--- config.mk ---
export PLATFORM = sky130hd
export DESIGN_NAME = bat_mem_arbiter_flat
export DESIGN_NICKNAME = d
export VERILOG_FILES = /design/src/rtl/bat_pkg.sv /design/src/rtl/bat_mem_arbiter_if.sv /design/src/rtl/bat_rr_pick.sv /design/src/rtl/bat_mem_arbiter.sv /design/src/flat_wrapper.sv
export SDC_FILE = /design/constraint.sdc
export NUM_CORES = 1
export LEC_CHECK = 0
export ABC_AREA = 0
export BUFFER_PORTS_ARGS = -buffer_cell sky130_fd_sc_hd__buf_2
export CORE_MARGIN = 2
export CORE_UTILIZATION = 35
export CTS_BUF_LIST = sky130_fd_sc_hd__clkbuf_4 sky130_fd_sc_hd__clkbuf_8
export CTS_CLUSTER_DIAMETER = 50
export CTS_CLUSTER_SIZE = 30
export DETAILED_ROUTE_END_ITERATION = 10
export GPL_ROUTABILITY_DRIVEN = 0
export PLACE_DENSITY = 0.7
export SLEW_MARGIN = 20
export SYNTH_ARGS = -nofsm -noshare
export SYNTH_HDL_FRONTEND = slang
export SYNTH_SLANG_ARGS = --single-unit
--- constraint.sdc ---
create_clock -name CLK -period 1.8 [get_ports CLK]
set_input_delay 0.18 -clock CLK [delete_from_list [all_inputs] [get_ports CLK]]
set_output_delay 0.18 -clock CLK [all_outputs]
set_load 0.1 [all_outputs]
--- src/rtl/bat_pkg.sv ---
// Purpose: shared constants for the BatAmateur RAM arbiter (FSM encoding, port ids).
// Latency: n/a (constants only).
// Backpressure: n/a.
// Contents: ST_* state codes for the arbiter FSM, PORT_* ids used for OWNER and the picker.
package bat_pkg;

    localparam logic [1:0] ST_IDLE   = 2'd0;
    localparam logic [1:0] ST_ACCESS = 2'd1;
    localparam logic [1:0] ST_DONE   = 2'd2;

    localparam logic PORT_CPU = 1'b0;
    localparam logic PORT_DMA = 1'b1;

endpackage

--- src/rtl/bat_mem_arbiter_if.sv ---
// Purpose: one requester's RAM access channel (request fields, grant, read response).
// Latency: n/a (wiring only).
// Backpressure: req is held with its fields stable until gnt pulses.
// Ports: req/lock/we/addr/wdata from requester; gnt/rvalid/rdata back from arbiter.
interface bat_mem_arbiter_if #(
    parameter int AW = 8,
    parameter int DW = 16
);
    import bat_pkg::*;

    logic          req;
    logic          lock;
    logic          we;
    logic [AW-1:0] addr;
    logic [DW-1:0] wdata;
    logic          gnt;
    logic          rvalid;
    logic [DW-1:0] rdata;

    modport master (
        output req, lock, we, addr, wdata,
        input  gnt, rvalid, rdata
    );

    modport slave (
        input  req, lock, we, addr, wdata,
        output gnt, rvalid, rdata
    );

endinterface

--- src/rtl/bat_rr_pick.sv ---
// Purpose: combinational 2-way round-robin picker with lock override.
// Latency: 0 cycles (pure combinational).
// Backpressure: none; valid low when no port requests.
// Ports: req[1:0] (bit index = port id), last winner, lock_port/lock_active -> valid, winner.
module bat_rr_pick
    import bat_pkg::*;
(
    input  logic [1:0] req,
    input  logic       last,
    input  logic       lock_port,
    input  logic       lock_active,
    output logic       valid,
    output logic       winner
);

    always_comb begin
        valid  = |req;
        winner = PORT_CPU;
        // A live lock only holds while the locked port keeps requesting.
        if (lock_active && req[lock_port]) begin
            winner = lock_port;
        end else if (req == 2'b11) begin
            winner = ~last;
        end else if (req[PORT_DMA]) begin
            winner = PORT_DMA;
        end
    end

endmodule

--- src/rtl/bat_mem_arbiter.sv ---
// Purpose: shares the single-ported program/data RAM between the CPU and DMA ports.
// Latency: req seen in cycle A -> gnt + RAM_EN in A+1 -> rvalid in A+2; back-to-back every 2 cycles.
// Backpressure: requester holds req until gnt; loser waits one access, or MAX_LOCK if the other is locked.
// Ports: CLK, RST (sync, active-low); cpu/dma request channels; RAM_* strobe/address/data; OWNER, BUSY.
module bat_mem_arbiter
    import bat_pkg::*;
#(
    parameter int AW       = 8,
    parameter int DW       = 16,
    parameter int MAX_LOCK = 4
) (
    input  logic                 CLK,
    input  logic                 RST,
    bat_mem_arbiter_if.slave     cpu,
    bat_mem_arbiter_if.slave     dma,
    output logic                 RAM_EN,
    output logic                 RAM_WE,
    output logic [AW-1:0]        RAM_ADDR,
    output logic [DW-1:0]        RAM_WDATA,
    input  logic [DW-1:0]        RAM_RDATA,
    output logic                 OWNER,
    output logic                 BUSY
);

    localparam logic [3:0] LOCK_MAX = 4'(MAX_LOCK);

    logic [1:0]    state;
    logic          last;
    logic          lock_act;
    logic [3:0]    lock_cnt;
    logic [1:0]    gnt;
    logic [1:0]    rvalid;

    logic [1:0]    req;
    logic          lock_live;
    logic          owner_lock;
    logic          pick_vld;
    logic          pick_port;
    logic          sel_we;
    logic [AW-1:0] sel_addr;
    logic [DW-1:0] sel_wdata;

    assign req = {dma.req, cpu.req};

    // An exhausted lock is ignored for exactly one arbitration; the
    // counter clears in that same arbitration.
    assign lock_live  = lock_act && (lock_cnt < LOCK_MAX);
    assign owner_lock = (OWNER == PORT_DMA) ? dma.lock : cpu.lock;

    bat_rr_pick u_pick (
        .req         (req),
        .last        (last),
        .lock_port   (OWNER),
        .lock_active (lock_live),
        .valid       (pick_vld),
        .winner      (pick_port)
    );

    assign sel_we    = (pick_port == PORT_DMA) ? dma.we    : cpu.we;
    assign sel_addr  = (pick_port == PORT_DMA) ? dma.addr  : cpu.addr;
    assign sel_wdata = (pick_port == PORT_DMA) ? dma.wdata : cpu.wdata;

    always_ff @(posedge CLK) begin
        if (!RST) begin
            state     <= ST_IDLE;
            gnt       <= '0;
            rvalid    <= '0;
            RAM_EN    <= 1'b0;
            RAM_WE    <= 1'b0;
            RAM_ADDR  <= '0;
            RAM_WDATA <= '0;
            OWNER     <= PORT_CPU;
            BUSY      <= 1'b0;
            last      <= PORT_DMA;
            lock_act  <= 1'b0;
            lock_cnt  <= '0;
        end else begin
            gnt    <= '0;
            rvalid <= '0;
            RAM_EN <= 1'b0;
            RAM_WE <= 1'b0;
            if (state == ST_ACCESS) begin
                state         <= ST_DONE;
                BUSY          <= 1'b1;
                // RAM_WE still holds the issued access type here.
                rvalid[OWNER] <= ~RAM_WE;
                if (owner_lock) begin
                    lock_act <= 1'b1;
                    lock_cnt <= lock_cnt + 4'd1;
                end else begin
                    lock_act <= 1'b0;
                    lock_cnt <= '0;
                end
            end else begin
                // IDLE and DONE both arbitrate; the lock is re-sampled in
                // the following ACCESS, so it never outlives one decision.
                lock_act <= 1'b0;
                if (!(lock_live && req[OWNER])) begin
                    lock_cnt <= '0;
                end
                if (pick_vld) begin
                    state          <= ST_ACCESS;
                    BUSY           <= 1'b1;
                    OWNER          <= pick_port;
                    last           <= pick_port;
                    gnt[pick_port] <= 1'b1;
                    RAM_EN         <= 1'b1;
                    RAM_WE         <= sel_we;
                    RAM_ADDR       <= sel_addr;
                    RAM_WDATA      <= sel_wdata;
                end else begin
                    state <= ST_IDLE;
                    BUSY  <= 1'b0;
                end
            end
        end
    end

    assign cpu.gnt    = gnt[PORT_CPU];
    assign dma.gnt    = gnt[PORT_DMA];
    assign cpu.rvalid = rvalid[PORT_CPU];
    assign dma.rvalid = rvalid[PORT_DMA];
    assign cpu.rdata  = RAM_RDATA;
    assign dma.rdata  = RAM_RDATA;

endmodule

--- src/flat_wrapper.sv ---
// flat-port wrapper written by rule: the top's interface ports become plain ports
module bat_mem_arbiter_flat import bat_pkg::*;
#(
    parameter int AW       = 8,
    parameter int DW       = 16,
    parameter int MAX_LOCK = 4
)
  (CLK, RST, RAM_EN, RAM_WE, RAM_ADDR, RAM_WDATA, RAM_RDATA, OWNER, BUSY, cpu_req, cpu_lock, cpu_we, cpu_addr, cpu_wdata, cpu_gnt, cpu_rvalid, cpu_rdata, dma_req, dma_lock, dma_we, dma_addr, dma_wdata, dma_gnt, dma_rvalid, dma_rdata);
  bat_mem_arbiter_if #(.AW(AW), .DW(DW)) cpu_i ();
  bat_mem_arbiter_if #(.AW(AW), .DW(DW)) dma_i ();
  input  logic CLK;
  input  logic RST;
  output logic RAM_EN;
  output logic RAM_WE;
  output logic [AW-1:0] RAM_ADDR;
  output logic [DW-1:0] RAM_WDATA;
  input  logic [DW-1:0] RAM_RDATA;
  output logic OWNER;
  output logic BUSY;
  input wire logic [$bits(cpu_i.req)-1:0] cpu_req;
  input wire logic [$bits(cpu_i.lock)-1:0] cpu_lock;
  input wire logic [$bits(cpu_i.we)-1:0] cpu_we;
  input wire logic [$bits(cpu_i.addr)-1:0] cpu_addr;
  input wire logic [$bits(cpu_i.wdata)-1:0] cpu_wdata;
  output wire logic [$bits(cpu_i.gnt)-1:0] cpu_gnt;
  output wire logic [$bits(cpu_i.rvalid)-1:0] cpu_rvalid;
  output wire logic [$bits(cpu_i.rdata)-1:0] cpu_rdata;
  input wire logic [$bits(dma_i.req)-1:0] dma_req;
  input wire logic [$bits(dma_i.lock)-1:0] dma_lock;
  input wire logic [$bits(dma_i.we)-1:0] dma_we;
  input wire logic [$bits(dma_i.addr)-1:0] dma_addr;
  input wire logic [$bits(dma_i.wdata)-1:0] dma_wdata;
  output wire logic [$bits(dma_i.gnt)-1:0] dma_gnt;
  output wire logic [$bits(dma_i.rvalid)-1:0] dma_rvalid;
  output wire logic [$bits(dma_i.rdata)-1:0] dma_rdata;
  assign cpu_i.req = cpu_req;
  assign cpu_i.lock = cpu_lock;
  assign cpu_i.we = cpu_we;
  assign cpu_i.addr = cpu_addr;
  assign cpu_i.wdata = cpu_wdata;
  assign cpu_gnt = cpu_i.gnt;
  assign cpu_rvalid = cpu_i.rvalid;
  assign cpu_rdata = cpu_i.rdata;
  assign dma_i.req = dma_req;
  assign dma_i.lock = dma_lock;
  assign dma_i.we = dma_we;
  assign dma_i.addr = dma_addr;
  assign dma_i.wdata = dma_wdata;
  assign dma_gnt = dma_i.gnt;
  assign dma_rvalid = dma_i.rvalid;
  assign dma_rdata = dma_i.rdata;
  bat_mem_arbiter #(.AW(AW), .DW(DW), .MAX_LOCK(MAX_LOCK)) u_core (.CLK(CLK), .RST(RST), .cpu(cpu_i), .dma(dma_i), .RAM_EN(RAM_EN), .RAM_WE(RAM_WE), .RAM_ADDR(RAM_ADDR), .RAM_WDATA(RAM_WDATA), .RAM_RDATA(RAM_RDATA), .OWNER(OWNER), .BUSY(BUSY));
endmodule
# ---- Yosys cells after proc, flatten, opt, wreduce, memory -nomap -nowiden
# Cells that the tools add are included.
dict set report word_totals {
  n_memories 0
  elab_cells 58
  latch_bits 0
  ramBits 0
  mem_bits_ro 0
  inputBits 72
  regBits 40
}
dict set report classes {
  n_shift 0
  n_reduce_logical 9
  n_bitwise 6
  mux 21
  add_sub_neg 1
  n_eq_ne 3
  mul 0
  order_cmp 5
  n_div 0
}
# op n
set op_table {}
lappend op_table {{$mux 16} 1}
lappend op_table {{$mux 1} 13}
lappend op_table {{$mux 4} 3}
lappend op_table {{$mux 8} 1}
lappend op_table {{$not 1->1} 5}
lappend op_table {{$add 4x1->4 const B} 1}
lappend op_table {{$logic_and 1x1->1} 4}
lappend op_table {{$lt 1x2->1 const B} 2}
lappend op_table {{$lt 4x3->1 const B} 1}
lappend op_table {{$reduce_and 2->1} 2}
lappend op_table {{$reduce_or 2->1} 2}
lappend op_table {{$reduce_or 3->1} 1}
lappend op_table {{$and 2x2->2} 1}
lappend op_table {{$demux 1 s1} 2}
lappend op_table {{$eq 2x1->1 const B} 1}
lappend op_table {{$eq 2x2->1 const B} 1}
lappend op_table {{$ge 1x1->1 const B} 2}
lappend op_table {{$mux 2} 1}
lappend op_table {{$ne 2x1->1 const B} 1}

# ---- Longest topological paths before layout
dict set report depth {
  word_depth 8
  mapped_depth 5
  depth_no_buf 4
}

# ---- By module
# A second synthesis with hierarchy kept.
dict set report hier_totals {
  hier_cells 198
  area_unflattened_um2 2053.2
}
# mod cells_each seq_area_each_um2 n_inst area_per_inst_um2
set modules_own_cells {}
lappend modules_own_cells {bat_mem_arbiter 194 780.7 1 2025.7}
lappend modules_own_cells {bat_rr_pick 4 0.0 1 27.5}

# ---- Worst setup path after synthesis
# No wires, ideal clock.
dict set report synth_path {
  path_type {flip-flop to flip-flop}
  from {reg u_core.OWNER}
  to {reg u_core.lock_cnt[1]}
  setup_slack_ps -195
  required_ps 1683
  setup_time_ps 117
  path_stages_with_launch 4
  arrival_ps 1877
  cell_sequence {dfxtp_1 > mux2_2 > and3_2 > a32o_1}
}
dict set report synth_via {
  elab_chain_cells 4
  elab_cells_between_ends 7
}
# item line
set synth_rtl {}
lappend synth_rtl {{start, declared} bat_mem_arbiter.sv:21} ;# output logic OWNER,
lappend synth_rtl {{start signal, assigned} bat_mem_arbiter.sv:104} ;# OWNER <= pick_port;
lappend synth_rtl {{$mux 1 (not written as such) (2 in series)} bat_mem_arbiter.sv:98} ;# if (!(lock_live && req[OWNER])) begin
lappend synth_rtl {{$logic_and 1x1->1} bat_mem_arbiter.sv:98}
lappend synth_rtl {{$ne 2x1->1 (no source line)} n/a}
lappend synth_rtl {{end signal, assigned} bat_mem_arbiter.sv:89} ;# lock_cnt <= lock_cnt + 4'd1;
lappend synth_rtl {{end, declared} bat_mem_arbiter.sv:30} ;# logic [3:0] lock_cnt;
# Several ways; a longest one is shown, not always the timed one. The select of a mux whose other input is x is not followed.
# A chain may end at the register's enable or synchronous reset.

# ---- Worst setup path after layout
dict set report layout_path {
  from {reg u_core.lock_cnt[2]}
  to {reg u_core.RAM_WDATA[13]}
}
dict set report layout_via {
  elab_chain_cells 5
}
# item line
set layout_rtl {}
lappend layout_rtl {{$lt 4x3->1} bat_mem_arbiter.sv:47} ;# assign lock_live = lock_act && (lock_cnt < LOCK_MAX);
lappend layout_rtl {{$logic_and 1x1->1} bat_mem_arbiter.sv:47}
lappend layout_rtl {{$logic_and 1x1->1} bat_rr_pick.sv:20} ;# if (lock_active && req[lock_port]) begin
lappend layout_rtl {{$mux 1} bat_rr_pick.sv:20}
lappend layout_rtl {{$mux 16} bat_mem_arbiter.sv:61} ;# assign sel_wdata = (pick_port == PORT_DMA) ? dma.wdata : cpu.wdata;
lappend layout_rtl {{end signal, assigned} bat_mem_arbiter.sv:110} ;# RAM_WDATA <= sel_wdata;
lappend layout_rtl {{end, declared} bat_mem_arbiter.sv:19} ;# output logic [DW-1:0] RAM_WDATA,
# No other way between the ends.

==> results_dict.tcl <==
set metrics [dict create \
    clk_transition_reported_paths_ps 80 \
    whs_endpoint "u_core.RAM_ADDR[0]" \
    crit-reg2reg-launch "u_core.lock_cnt[2]" \
    power.density_cell_area_mw_per_mm2 1102 \
    drc 0 \
    setup_total_negative_slack_ps 0 \
    ios 136 \
    synth.top_cell.area_share_pct 39.67 \
    hold_path_class "input pin to flop" \
    run_status "complete, no violations" \
    post_drt_wl_per_cell_um 14.82 \
    io_buffers 87 \
    layout.cells.non_filler 349 \
    rr_worst_depth 5 \
    slew_headroom_pct 45.70 \
    critPathMaxFanout 26 \
    post_drt_via_cell_ratio 5.155 \
    rsz0062_at_grt "false" \
    ir_worst_vdd_mv 0.3842 \
    synth.top_cells.by_area "sky130_fd_sc_hd__dfxtp_1 (40%), sky130_fd_sc_hd__buf_4 (13%), sky130_fd_sc_hd__o21ai_0 (12%)" \
    area.growth.synth_to_final_pct 14.49 \
    clkLatencyLatePin_ps 290 \
    max_freq_mhz 661.2 \
    cellLeakagePower_nw 1.008 \
    synth_seq_cells 39 \
    globalRouteOverflowTotal 0 \
    tightest_slew_ps 813.6 \
    dp_hpwl_mm 3.218 \
    fp.dieH_um 78.99 \
    cts_sinks 39 \
    crit_required_ps 2020 \
    cts_buffers 5 \
    cts-root-to-sink-buffers 2 \
    via_count 1799 \
    floorplan.rows 27 \
    drtPass1Iterations 4 \
    cp_data_arrival_time_ps 1730 \
    floorplan.die.width_um 78.99 \
    grt_pass1_wl_mm 7.872 \
    synth_enable_flop_cells 0 \
    holdCritStartpoint "cpu_addr[0]" \
    first_iter_violations 100 \
    first_global_vias 1652 \
    tritoncts "done" \
    hold_path_depth 3 \
    ant_nets 0 \
    share_of_final_layout_standard_cells_stronger_than_drive_strength_1_pct 39.35 \
    postSynth.asyncResetShare_pct 0 \
    synth.cell_area_mm2 0.001968 \
    syn-instance-count 227 \
    cp_cell_sequence "nor3b_4, mux2i_2, buf_12, o21ai_0, a31oi_1" \
    cpPeakStageDelay_ps 360 \
    post_cts_buffers 0 \
    setup.worst_path.start_class "flop" \
    post_cts_hold_buffer_count 0 \
    r2r_end "u_core.RAM_WDATA[13]" \
    clock-root-buffer "sky130_fd_sc_hd__clkbuf_8" \
    synth_warnings 0 \
    synth_sequential_area_ratio_pct 39.67 \
    synth_area_per_cell_um2 8.670 \
    synth_nets 300 \
    initial_core_util_pct 35.96 \
    num-nets-final 349 \
    ys_types 34 \
    wl_mm 5.172 \
    cts_max_level 2 \
    report.final.setup_viol 0 \
    timing_hold_violations_final 0 \
    crit_slowest_cell "sky130_fd_sc_hd__dfxtp_1" \
    r2r_setup_slack_ps 290 \
    core_mm2 0.005473 \
    grt_max_degree 51 \
    report.final.slew_viol_count 0 \
    dominantRegCellSynth "sky130_fd_sc_hd__dfxtp_1" \
    fin_worst_skew_ps 5.985 \
    maxCapViolations 0 \
    antenna_cells_inserted 0 \
    fp.dieArea_mm2 0.006239 \
    post-route-period-util_pct 84.03 \
    timing.final.crit_period_ps 1512 \
    grtUsageTotal_pct 16.01 \
    antenna_violations_before_repair 0 \
    post_place_cells 340 \
    synth_top_area_cell "sky130_fd_sc_hd__dfxtp_1" \
    kind_of_critical_path "flop to flop" \
    end_kind "flop" \
]
## cell usage after synthesis (2+ instances only)
library cell                     count
sky130_fd_sc_hd__o21ai_1             4
sky130_fd_sc_hd__a31oi_1            24
sky130_fd_sc_hd__nor3_1              3
sky130_fd_sc_hd__nand2_1             4
sky130_fd_sc_hd__clkbuf_1            6
sky130_fd_sc_hd__a21oi_1             6
sky130_fd_sc_hd__dfxtp_1            39
sky130_fd_sc_hd__buf_4              33
sky130_fd_sc_hd__o21ai_0            46
sky130_fd_sc_hd__dlymetal6s2s_1      2
sky130_fd_sc_hd__clkbuf_2            2
sky130_fd_sc_hd__nor2_1              4
sky130_fd_sc_hd__buf_6               4
sky130_fd_sc_hd__nand3_1            26
sky130_fd_sc_hd__clkbuf_8            2
sky130_fd_sc_hd__inv_1               4
## cells in the final DEF, fill, tap and decap left out, types with 3 or more instances in the layout
master	Yosys	routed
sky130_fd_sc_hd__o21ai_0	46	46
sky130_fd_sc_hd__clkbuf_8	2	5
sky130_fd_sc_hd__dfxtp_1	39	37
sky130_fd_sc_hd__o21ai_1	4	4
sky130_fd_sc_hd__a21oi_1	6	6
sky130_fd_sc_hd__inv_1	4	4
sky130_fd_sc_hd__nand2_1	4	4
sky130_fd_sc_hd__buf_2	0	87
sky130_fd_sc_hd__nor2_1	4	4
sky130_fd_sc_hd__a31oi_1	24	24
sky130_fd_sc_hd__nand3_1	26	26
sky130_fd_sc_hd__nor3_1	3	3
## state kept, by name, summed over array words and instances, names as in the netlist
register and cells:
u_core.state 1, u_core.OWNER 1, u_core.rvalid 2, u_core.BUSY 1, u_core.lock_act 1, u_core.RAM_ADDR 8
u_core.RAM_WDATA 16, u_core.last 1, u_core.RAM_EN 1, u_core.gnt 2, u_core.lock_cnt 4, u_core.RAM_WE 1
## power breakdown
| part | switching [mW] | total [mW] | internal (mW) |
|---|---|---|---|
| Combinational | 0.721 | 0.900 | 0.178 |
| Clock | 0.308 | 0.610 | 0.302 |
| Sequential | 0.0356 | 0.975 | 0.939 |
| Total | 1.06 | 2.48 | 1.42 |
## critical path: cells and delay by family (launching register included)
| family | cells | cell delay (ps) |
|---|---|---|
| buffers and inverters | 1 | 210 |
| AND/OR/NAND/NOR | 1 | 270 |
| multiplexers | 1 | 290 |
| AO/OA/AOI/OAI | 2 | 300 |
| flip-flops | 1 | 360 |
## repair_timing
| item | CTS | global route |
|---|---|---|
| gates resized for setup | 0 | 1 |
| setup endpoints to repair | 1 | 12 |
| gates cloned | 0 | 1 |
| pin swaps | 1 | 1 |
## per-stage QoR
step	power, mW	worst slack (ps)	area [µm²]	util [%]	hold WS [ps]
5_1_grt	2.601	149.4	2253	41.18	152.9
2_1_floorplan	2.061	160.9	1971	-	340.2
3_3_place_gp	1.880	85.38	2153	39.35	361.1
4_1_cts	2.495	21.64	2242	40.97	151.8
3_5_place_dp	1.887	26.88	2153	39.35	361.1
6_report	2.484	287.5	2253	41.18	154.5
## metal layers
layer	global-route usage [%]	wire length (µm)	share of wire, %
met1	19.20	2235	43
met2	26.95	2459	48
met4	7.414	107	2.1
met5	0	0	0
met3	3.864	371	7.2
## cells by family (layout without fill, tap and decap cells)
| group | count (synthesis) | in the layout | synth area share [%] |
|---|---|---|---|
| compound gates | 83 | 83 | 23.52 |
| xor+xnor | 1 | 1 | 0.4451 |
| fa+ha+maj | 1 | 1 | 0.6356 |
| buf+inv | 53 | 102 | 19.96 |
| flops | 39 | 39 | 39.67 |
| mux | 4 | 4 | 2.543 |
| simple gates | 46 | 47 | 13.22 |
## worst max-delay path by stage
stage                             from              endpoint  slack (ps)  cells past startpoint
finish              u_core.lock_cnt[2]  u_core.RAM_WDATA[13]         290                      5
global route             u_core.RAM_EN          u_core.OWNER         150                      4
CTS                      u_core.RAM_EN          u_core.OWNER          20                      4
detailed placement       u_core.RAM_EN          u_core.OWNER          30                      4
global placement         u_core.RAM_EN          u_core.OWNER          90                      4
floorplan                 u_core.OWNER    u_core.lock_cnt[1]         160                      3
## final cells by class
type / instances / area [µm²]
fill: 585 / 3219
multi-input combinational: 136 / 805.8
sequential: 39 / 783.3
timing repair buffer: 90 / 470.5
tap: 72 / 90.09
clock buffer: 7 / 83.83
inverter: 4 / 15.01
clock inverter: 1 / 5.005
Note: power is estimated with default switching activity, not from simulation.
